File: src/rtl/fb_write_scheduler_if.sv
// Frame-buffer write bus between the drawing engines and the write scheduler.
// The master side is the pair of pixel writers; the slave side is the scheduler.
interface fb_write_scheduler_if #(
    parameter int unsigned AW = 19,
    parameter int unsigned DW = 24
) ();
    logic          req0;
    logic          req1;
    logic [AW-1:0] addr0;
    logic [AW-1:0] addr1;
    logic [DW-1:0] data0;
    logic [DW-1:0] data1;
    logic          ack0;
    logic          ack1;
    logic          wr_en;
    logic [AW-1:0] wr_addr;
    logic [DW-1:0] wr_data;

    modport master (
        output req0, req1, addr0, addr1, data0, data1,
        input  ack0, ack1, wr_en, wr_addr, wr_data
    );

    modport slave (
        input  req0, req1, addr0, addr1, data0, data1,
        output ack0, ack1, wr_en, wr_addr, wr_data
    );
endinterface

File: src/rtl/fb_write_scheduler.sv
// Round-robin arbiter for the frame-buffer write port, limited to LCD blanking
// with a per-line write budget, plus a registered frame-start strobe.
module fb_write_scheduler #(
    parameter int unsigned H_LINE       = 100,
    parameter int unsigned V_LINE       = 40,
    parameter int unsigned H_ACTIVE     = 80,
    parameter int unsigned V_ACTIVE     = 32,
    parameter int unsigned MAX_PER_LINE = 4,
    parameter int unsigned AW           = 19,
    parameter int unsigned DW           = 24
) (
    input  logic                 iCLK,
    input  logic                 iRST_n,
    input  logic [10:0]          x_cnt,
    input  logic [9:0]           y_cnt,
    fb_write_scheduler_if.slave  bus,
    output logic                 frame_start
);
    localparam logic [10:0] X_LAST  = 11'(H_LINE - 1);
    localparam logic [9:0]  Y_LAST  = 10'(V_LINE - 1);
    localparam logic [10:0] X_ACT   = 11'(H_ACTIVE);
    localparam logic [9:0]  Y_ACT   = 10'(V_ACTIVE);
    localparam logic [7:0]  MAX_CNT = 8'(MAX_PER_LINE);

    logic          ack0_q;
    logic          ack1_q;
    logic          wr_en_q;
    logic [AW-1:0] wr_addr_q;
    logic [DW-1:0] wr_data_q;
    logic          rr;
    logic [7:0]    line_cnt;

    logic [9:0]    nx_y_c;
    logic          blank_c;
    logic          guard_c;
    logic          window_c;
    logic          elig0_c;
    logic          elig1_c;
    logic          gnt0_c;
    logic          gnt1_c;

    // Write window and grant selection for the coming edge
    always_comb begin
        nx_y_c   = (y_cnt == Y_LAST) ? 10'd0 : y_cnt + 10'd1;
        blank_c  = (x_cnt >= X_ACT) || (y_cnt >= Y_ACT);
        guard_c  = (x_cnt == X_LAST) && (nx_y_c < Y_ACT);
        window_c = blank_c && !guard_c && (line_cnt < MAX_CNT);
        // A requester whose ack is showing still holds req for the old write
        elig0_c  = bus.req0 && !ack0_q;
        elig1_c  = bus.req1 && !ack1_q;
        gnt0_c   = window_c && elig0_c && (!elig1_c || !rr);
        gnt1_c   = window_c && elig1_c && (!elig0_c ||  rr);
    end

    always_ff @(posedge iCLK or negedge iRST_n) begin
        if (!iRST_n) begin
            ack0_q      <= 1'b0;
            ack1_q      <= 1'b0;
            wr_en_q     <= 1'b0;
            wr_addr_q   <= '0;
            wr_data_q   <= '0;
            rr          <= 1'b0;
            line_cnt    <= 8'd0;
            frame_start <= 1'b0;
        end else begin
            ack0_q      <= gnt0_c;
            ack1_q      <= gnt1_c;
            wr_en_q     <= gnt0_c || gnt1_c;
            frame_start <= (x_cnt == 11'd0) && (y_cnt == 10'd0);

            if (gnt0_c) begin
                wr_addr_q <= bus.addr0;
                wr_data_q <= bus.data0;
                rr        <= 1'b1;
            end else if (gnt1_c) begin
                wr_addr_q <= bus.addr1;
                wr_data_q <= bus.data1;
                rr        <= 1'b0;
            end

            // A grant on the last pixel of a line is charged to the next line
            if (x_cnt == X_LAST) begin
                line_cnt <= (gnt0_c || gnt1_c) ? 8'd1 : 8'd0;
            end else if (gnt0_c || gnt1_c) begin
                line_cnt <= line_cnt + 8'd1;
            end
        end
    end

    assign bus.ack0    = ack0_q;
    assign bus.ack1    = ack1_q;
    assign bus.wr_en   = wr_en_q;
    assign bus.wr_addr = wr_addr_q;
    assign bus.wr_data = wr_data_q;
endmodule
File: src/flat_wrapper.sv
// flat-port wrapper written by rule: the top's interface ports become plain ports
module fb_write_scheduler_flat 
#(
    parameter int unsigned H_LINE       = 100,
    parameter int unsigned V_LINE       = 40,
    parameter int unsigned H_ACTIVE     = 80,
    parameter int unsigned V_ACTIVE     = 32,
    parameter int unsigned MAX_PER_LINE = 4,
    parameter int unsigned AW           = 19,
    parameter int unsigned DW           = 24
)
  (iCLK, iRST_n, x_cnt, y_cnt, frame_start, bus_req0, bus_req1, bus_addr0, bus_addr1, bus_data0, bus_data1, bus_ack0, bus_ack1, bus_wr_en, bus_wr_addr, bus_wr_data);
  fb_write_scheduler_if #(.AW(AW), .DW(DW)) bus_i ();
  input  logic iCLK;
  input  logic iRST_n;
  input  logic [10:0] x_cnt;
  input  logic [9:0] y_cnt;
  output logic frame_start;
  input wire logic [$bits(bus_i.req0)-1:0] bus_req0;
  input wire logic [$bits(bus_i.req1)-1:0] bus_req1;
  input wire logic [$bits(bus_i.addr0)-1:0] bus_addr0;
  input wire logic [$bits(bus_i.addr1)-1:0] bus_addr1;
  input wire logic [$bits(bus_i.data0)-1:0] bus_data0;
  input wire logic [$bits(bus_i.data1)-1:0] bus_data1;
  output wire logic [$bits(bus_i.ack0)-1:0] bus_ack0;
  output wire logic [$bits(bus_i.ack1)-1:0] bus_ack1;
  output wire logic [$bits(bus_i.wr_en)-1:0] bus_wr_en;
  output wire logic [$bits(bus_i.wr_addr)-1:0] bus_wr_addr;
  output wire logic [$bits(bus_i.wr_data)-1:0] bus_wr_data;
  assign bus_i.req0 = bus_req0;
  assign bus_i.req1 = bus_req1;
  assign bus_i.addr0 = bus_addr0;
  assign bus_i.addr1 = bus_addr1;
  assign bus_i.data0 = bus_data0;
  assign bus_i.data1 = bus_data1;
  assign bus_ack0 = bus_i.ack0;
  assign bus_ack1 = bus_i.ack1;
  assign bus_wr_en = bus_i.wr_en;
  assign bus_wr_addr = bus_i.wr_addr;
  assign bus_wr_data = bus_i.wr_data;
  fb_write_scheduler #(.H_LINE(H_LINE), .V_LINE(V_LINE), .H_ACTIVE(H_ACTIVE), .V_ACTIVE(V_ACTIVE), .MAX_PER_LINE(MAX_PER_LINE), .AW(AW), .DW(DW)) u_core (.iCLK(iCLK), .iRST_n(iRST_n), .x_cnt(x_cnt), .y_cnt(y_cnt), .bus(bus_i), .frame_start(frame_start));
endmodule
File: config.mk
export PLATFORM = sky130hd
export DESIGN_NAME = fb_write_scheduler_flat
export DESIGN_NICKNAME = d
export VERILOG_FILES = /design/src/rtl/fb_write_scheduler_if.sv /design/src/rtl/fb_write_scheduler.sv /design/src/flat_wrapper.sv
export SDC_FILE = /design/constraint.sdc
export NUM_CORES = 1
export LEC_CHECK = 0
export ABC_AREA = 0
export CAP_MARGIN = 20
export CORE_ASPECT_RATIO = 0.5
export CORE_MARGIN = 1
export CORE_UTILIZATION = 35
export DETAILED_ROUTE_END_ITERATION = 7
export PLACE_DENSITY = 0.84
export SYNTH_ARGS = -nofsm -noshare
export SYNTH_HDL_FRONTEND = slang
export SYNTH_SLANG_ARGS = --single-unit
File: constraint.sdc
create_clock -name iCLK -period 2.2 [get_ports iCLK]
set_input_delay 0.55 -clock iCLK [delete_from_list [all_inputs] [get_ports iCLK]]
set_output_delay 0.55 -clock iCLK [all_outputs]
set_load 0.005 [all_outputs]
Word-level counts from Yosys, hierarchy flattened --
Index checks and enable logic that the tools add are counted.
Word-level totals: memories 0, word-level logic and storage cells 50, bits in latches 0, register bits after elaboration 56, bits in read-only memories 0, memory bits (writable) 0
Cells by class: $mul 0, divide/modulo/power cells 0, reductions and logical operators 24, muxes and demuxes 10, bitwise logic cells 0, $lt $le $gt $ge 4, equality and inequality tests 2, add/sub/neg operators 2, shift operators 0
Operator list (number):
- $mux W24 | 2
- $mux W19 | 2
- $mux W8 | 2
- $eq A11 B7 Y1 const B | 1
- $ge A11 B7 Y1 const B | 1
- $logic_not A11 Y1 | 1
- $add A10 B1 Y10 const B | 1
- $eq A10 B6 Y1 const B | 1
- $ge A10 B6 Y1 const B | 1
- $logic_and A1 B1 Y1 | 10
- $logic_not A10 Y1 | 1
- $lt A10 B6 Y1 const B | 1
- $mux W10 | 1
- $add A8 B1 Y8 const B | 1
- $lt A8 B3 Y1 const B | 1
- $logic_not A1 Y1 | 6
- $logic_or A1 B1 Y1 | 4
- $reduce_bool A2 Y1 | 2
- $mux W1 | 3

Logic depth before layout (Yosys ltp) --
depth after elaboration 12, gate-level depth with buffers 6, gate-level depth less buffers 5

Least setup slack after synthesis --
No wires, ideal clock.
kind input-to-reg, start input x_cnt[7], end register u_core.wr_addr_q[0] (netlist: u_core.bus.wr_addr[0]), cell stages on the path 6, required time 2.075 ns, setup slack -0.466 ns, arrival 2.541 ns, buffers on the path 1, cell sequence or4_1 > or4_4 > a2111oi_4 > a21oi_2 > buf_6 > mux2_4
On the way: word-level cells in the longest chain between the ends 8, elaborated cells on any way between the ends 13
Ends and longest elaborated chain:
- start: declaration | line flat_wrapper.sv:16 | input logic [10:0] x_cnt;
- parallel branches: the longest is 3 deep, another holds $ge A11 B7 Y1
- $logic_and A1 B1 Y1 (*) (2 in series) | line fb_write_scheduler.sv:47 | window_c = blank_c && !guard_c && (line_cnt < MAX_CNT);
- $logic_and A1 B1 Y1, on equally long branches (2 in series) | line fb_write_scheduler.sv:51, fb_write_scheduler.sv:52
- $mux W19 / $reduce_bool A2 Y1 (equally long branches)
- end signal: assignment | line fb_write_scheduler.sv:72 | wr_addr_q <= bus.addr0;
- end signal: assignment | line fb_write_scheduler.sv:76 | wr_addr_q <= bus.addr1;
- end: declaration | line fb_write_scheduler.sv:28 | logic [AW-1:0] wr_addr_q;
Every way passes the cells marked *. A chain may end at the register's enable or synchronous reset.

Worst setup path after layout --
start input x_cnt[8], end register u_core.wr_data_q[8] (netlist: u_core.bus.wr_data[8])
On the way: word-level cells in the longest chain between the ends 8, elaborated cells on any way between the ends 13
Ends and longest elaborated chain:
- parallel branches: the longest is 3 deep, another holds $ge A11 B7 Y1
- $logic_and A1 B1 Y1 (*) (2 in series) | line fb_write_scheduler.sv:47
- $logic_and A1 B1 Y1, on equally long branches (2 in series) | line fb_write_scheduler.sv:51, fb_write_scheduler.sv:52
- $mux W24 / $reduce_bool A2 Y1 (equally long branches)
- end signal: assignment | line fb_write_scheduler.sv:73 | wr_data_q <= bus.data0;
- end signal: assignment | line fb_write_scheduler.sv:77 | wr_data_q <= bus.data1;
- end: declaration | line fb_write_scheduler.sv:29 | logic [DW-1:0] wr_data_q;
Marks and branches as above.

==> impl_metrics.env <==
export IMPL_r2r_cells=8
export IMPL_synth_area_per_cell_um2=14.6
export IMPL_area_delta_synth_final_pct=77.7
export IMPL_rrSetupSlack_ns=-0.10
export IMPL_synthCells=200
export IMPL_diodes=0
export IMPL_htreeDepth=2
export IMPL_first_global_vias=2705
export IMPL_core_area_mm2=0.00806
export IMPL_cts_sinks=56
export IMPL_post_drt_via_cell_ratio=4.85
export IMPL_layout_drive_gt1_share_pct=37.9
export IMPL_power_switching_mw=1.53
export IMPL_finalCritPeriodShare_pct=115
export IMPL_crit_type="primary input to flop"
export IMPL_dp_hpwl_um=6420
export IMPL_insertion_delay_ns=0.30
export IMPL_worst_pin_slew_ns=0.585
export IMPL_hold_slack_ns=0.245
export IMPL_ys_seq_area_share_pct=48.0
export IMPL_die_h_um=66.6
export IMPL_first_iter_violations=162
export IMPL_p_seq_share_pct=33.2
export IMPL_drc_errors=0
export IMPL_rr_startpoint="u_core.line_cnt[5]"
export IMPL_finalNetCount=501
export IMPL_utilization_pct=64.4
export IMPL_syn_cell_area_mm2=0.00292
export IMPL_max_vdd_ir_drop_mv=0.472
export IMPL_leakage_nw=2.17
export IMPL_dieWidth_um=131
export IMPL_grt_max_degree=28
export IMPL_grt_pass1_wl_um=14800
export IMPL_cts_tree="yes"
export IMPL_rows=23
export IMPL_place_gp_congestion=0.920
export IMPL_power_frac_comb_pct=51.4
export IMPL_synth_fp_nets=312
export IMPL_r2r_end="u_core.bus.wr_data[16]"
export IMPL_synth_edf_count=0
export IMPL_worst_endpoint_required_ns=2.38
export IMPL_crit_fanout=8
export IMPL_ys_warn_count=0
export IMPL_ys_async_sr_fraction_pct=100
export IMPL_cts_clk_slew_worst_paths_ns=0.08
export IMPL_clockBufferDepth=2
export IMPL_antenna_found_initial=0
export IMPL_tns_ns=-13.30
export IMPL_antenna_left=0
export IMPL_die_area_mm2=0.00874
export IMPL_violations="setup timing"
export IMPL_hold_path_class="primary input to async pin"
export IMPL_ys_seq_elements=56
export IMPL_wl_per_cell_um=19.5
export IMPL_grt_remaining_overflow=0
export IMPL_drt_wl_total_um=9770
export IMPL_ioPinCount=158
export IMPL_power_density_mw_per_mm2=1030
export IMPL_cts_buffers=5
export IMPL_internal_power_mw=3.84
export IMPL_synth_flop_cell="dfrtp_1"
export IMPL_yosysUniqueCellTypes=32
export IMPL_io_buffers=157
export IMPL_start_util_pct=36.2
export IMPL_vias=2434
export IMPL_fin_worst_skew_ns=0.00692
export IMPL_setup_viol=46
export IMPL_hold_violations=0
export IMPL_cp_start_kind="primary input"
export IMPL_setup_slack_ns=-0.338
export IMPL_critPathArrivalTime_ns=2.72
export IMPL_slew_headroom_pct=61.0
export IMPL_worstSetupEndpointType="flop"
export IMPL_finalCriticalPeriod_ns=2.54
export IMPL_max_cap_viol_count=0
export IMPL_swShare_pct=28.5
export IMPL_slew_violations=0
export IMPL_fin_area_mm2=0.00519
export IMPL_status="finished with violations"
export IMPL_dpl_cell_area_mm2=0.00482
export IMPL_power_total_mw=5.36
export IMPL_fillCellCount=533
export IMPL_clock_root_buffer="clkbuf_16"
export IMPL_timing_fmax_mhz=394
export IMPL_p_clk_share_pct=15.5
export IMPL_grt_usage_pct=22.1
export IMPL_rsz0062_at_grt="yes"
export IMPL_drt_pass1_iter_count=4
per-stage QoR:
stage	cells	setup slack (ns)
3_5_place_dp	482	-0.804
4_1_cts	502	-0.479
6_report	502	-0.338
2_1_floorplan	200	-0.366
5_1_grt	502	-0.354
3_3_place_gp	482	-0.777
layer usage:
metal	vias to the layer above	share of wire [%]	track usage, %
met2	59	54	41.2
met1	1239	41	26.0
met3	23	2.4	3.35
met4	0	2.6	8.97
li1	1113	-	-
met5	-	0	0
power groups by stage:
stage / clock, mW / combinational [mW] / sequential [mW]
after floorplan: 0 / 1.14 / 1.76
after global placement: 0 / 2.44 / 1.75
after detailed placement: 0 / 2.51 / 1.76
after CTS: 0.825 / 2.76 / 1.77
after global routing: 0.877 / 2.89 / 1.83
final: 0.829 / 2.75 / 1.78
cells in the final DEF, fill, tap and decap left out, types with 2 or more instances in the layout:
| master | netlist | routed |
|---|---|---|
| a2111oi_4 | 1 | 2 |
| buf_12 | 0 | 6 |
| buf_16 | 0 | 2 |
| buf_2 | 0 | 4 |
| buf_4 | 0 | 17 |
| buf_6 | 4 | 11 |
| clkbuf_16 | 0 | 5 |
| clkdlybuf4s15_1 | 0 | 2 |
| clkdlybuf4s50_1 | 0 | 148 |
| dfrtp_1 | 56 | 56 |
| inv_1 | 4 | 4 |
| mux2_2 | 49 | 48 |
| mux2_4 | 38 | 39 |
| nand2_1 | 3 | 2 |
| nand3_1 | 2 | 2 |
| nand4_1 | 2 | 2 |
| nor2_1 | 4 | 4 |
| nor2b_1 | 5 | 5 |
| nor3_1 | 2 | 2 |
| nor4_1 | 2 | 2 |
| o21ai_0 | 4 | 3 |
| or4_4 | 2 | 3 |
state kept, by name, indices dropped and copies added (netlist names):
register and flops:
u_core.bus.ack0 1, u_core.bus.wr_addr 19, u_core.frame_start 1, u_core.bus.wr_en 1, u_core.bus.wr_data 24, u_core.bus.ack1 1
u_core.line_cnt 8, u_core.rr 1
timing repair:
item,in CTS,in global routing
setup endpoints to repair,55,49
gates resized for setup,44,3
pin swaps,8,4
hold buffers,0,0
setup buffers,9,1
gates cloned,4,0
how the worst max path moves through the flow:
stage                          from                     end  slack (ns)
final                      x_cnt[8]   u_core.bus.wr_data[8]       -0.34
after global routing       x_cnt[8]   u_core.bus.wr_data[8]       -0.35
after CTS                 x_cnt[10]   u_core.bus.wr_addr[2]       -0.48
after detailed placement   x_cnt[7]   u_core.bus.wr_data[2]       -0.80
after global placement     x_cnt[7]  u_core.bus.wr_addr[18]       -0.78
after floorplan            x_cnt[7]   u_core.bus.wr_addr[0]       -0.37
cells by family (layout without fill, tap and decap cells):
group	after synthesis	count (layout)	synth area share, %
compound gates	14	14	4.16
fa+ha+maj	1	1	0.428
buf+inv	13	203	2.70
flops	56	56	48.0
mux	88	88	38.8
simple gates	28	28	5.96
cells in the mapped netlist, types with 2 or more instances:
cell      instances  area (um^2)
dfrtp_1          56         1400
mux2_2           49          552
mux2_4           38          571
clkbuf_1          5         18.8
nor2b_1           5         31.3
buf_6             4         45.0
inv_1             4         15.0
nor2_1            4         15.0
o21ai_0           4         20.0
nand2_1           3         11.3
nand3_1           2         10.0
nand4_1           2         12.5
nor3_1            2         10.0
nor4_1            2         12.5
or4_1             2         15.0
or4_4             2         22.5
critical path: stages:
cell       delay [ns]
buf_6            0.09
or4_4            0.52
or4_4            0.46
a2111oi_4        0.32
a21oi_4          0.16
buf_12           0.17
buf_12           0.14
mux2_4           0.30
final cells by class:
type / count / area (um^2) / area share [%]
Clock inverter: 3 / 22.5 / 0.434
Timing Repair Buffer: 191 / 1980 / 38.2
Sequential cell: 56 / 1400 / 27.0
Multi-Input combinational cell: 131 / 1510 / 29.0
Inverter: 4 / 15.0 / 0.289
Tap cell: 112 / 140 / 2.70
Clock buffer: 5 / 125 / 2.41
Note: power is estimated with default switching activity, not from simulation.
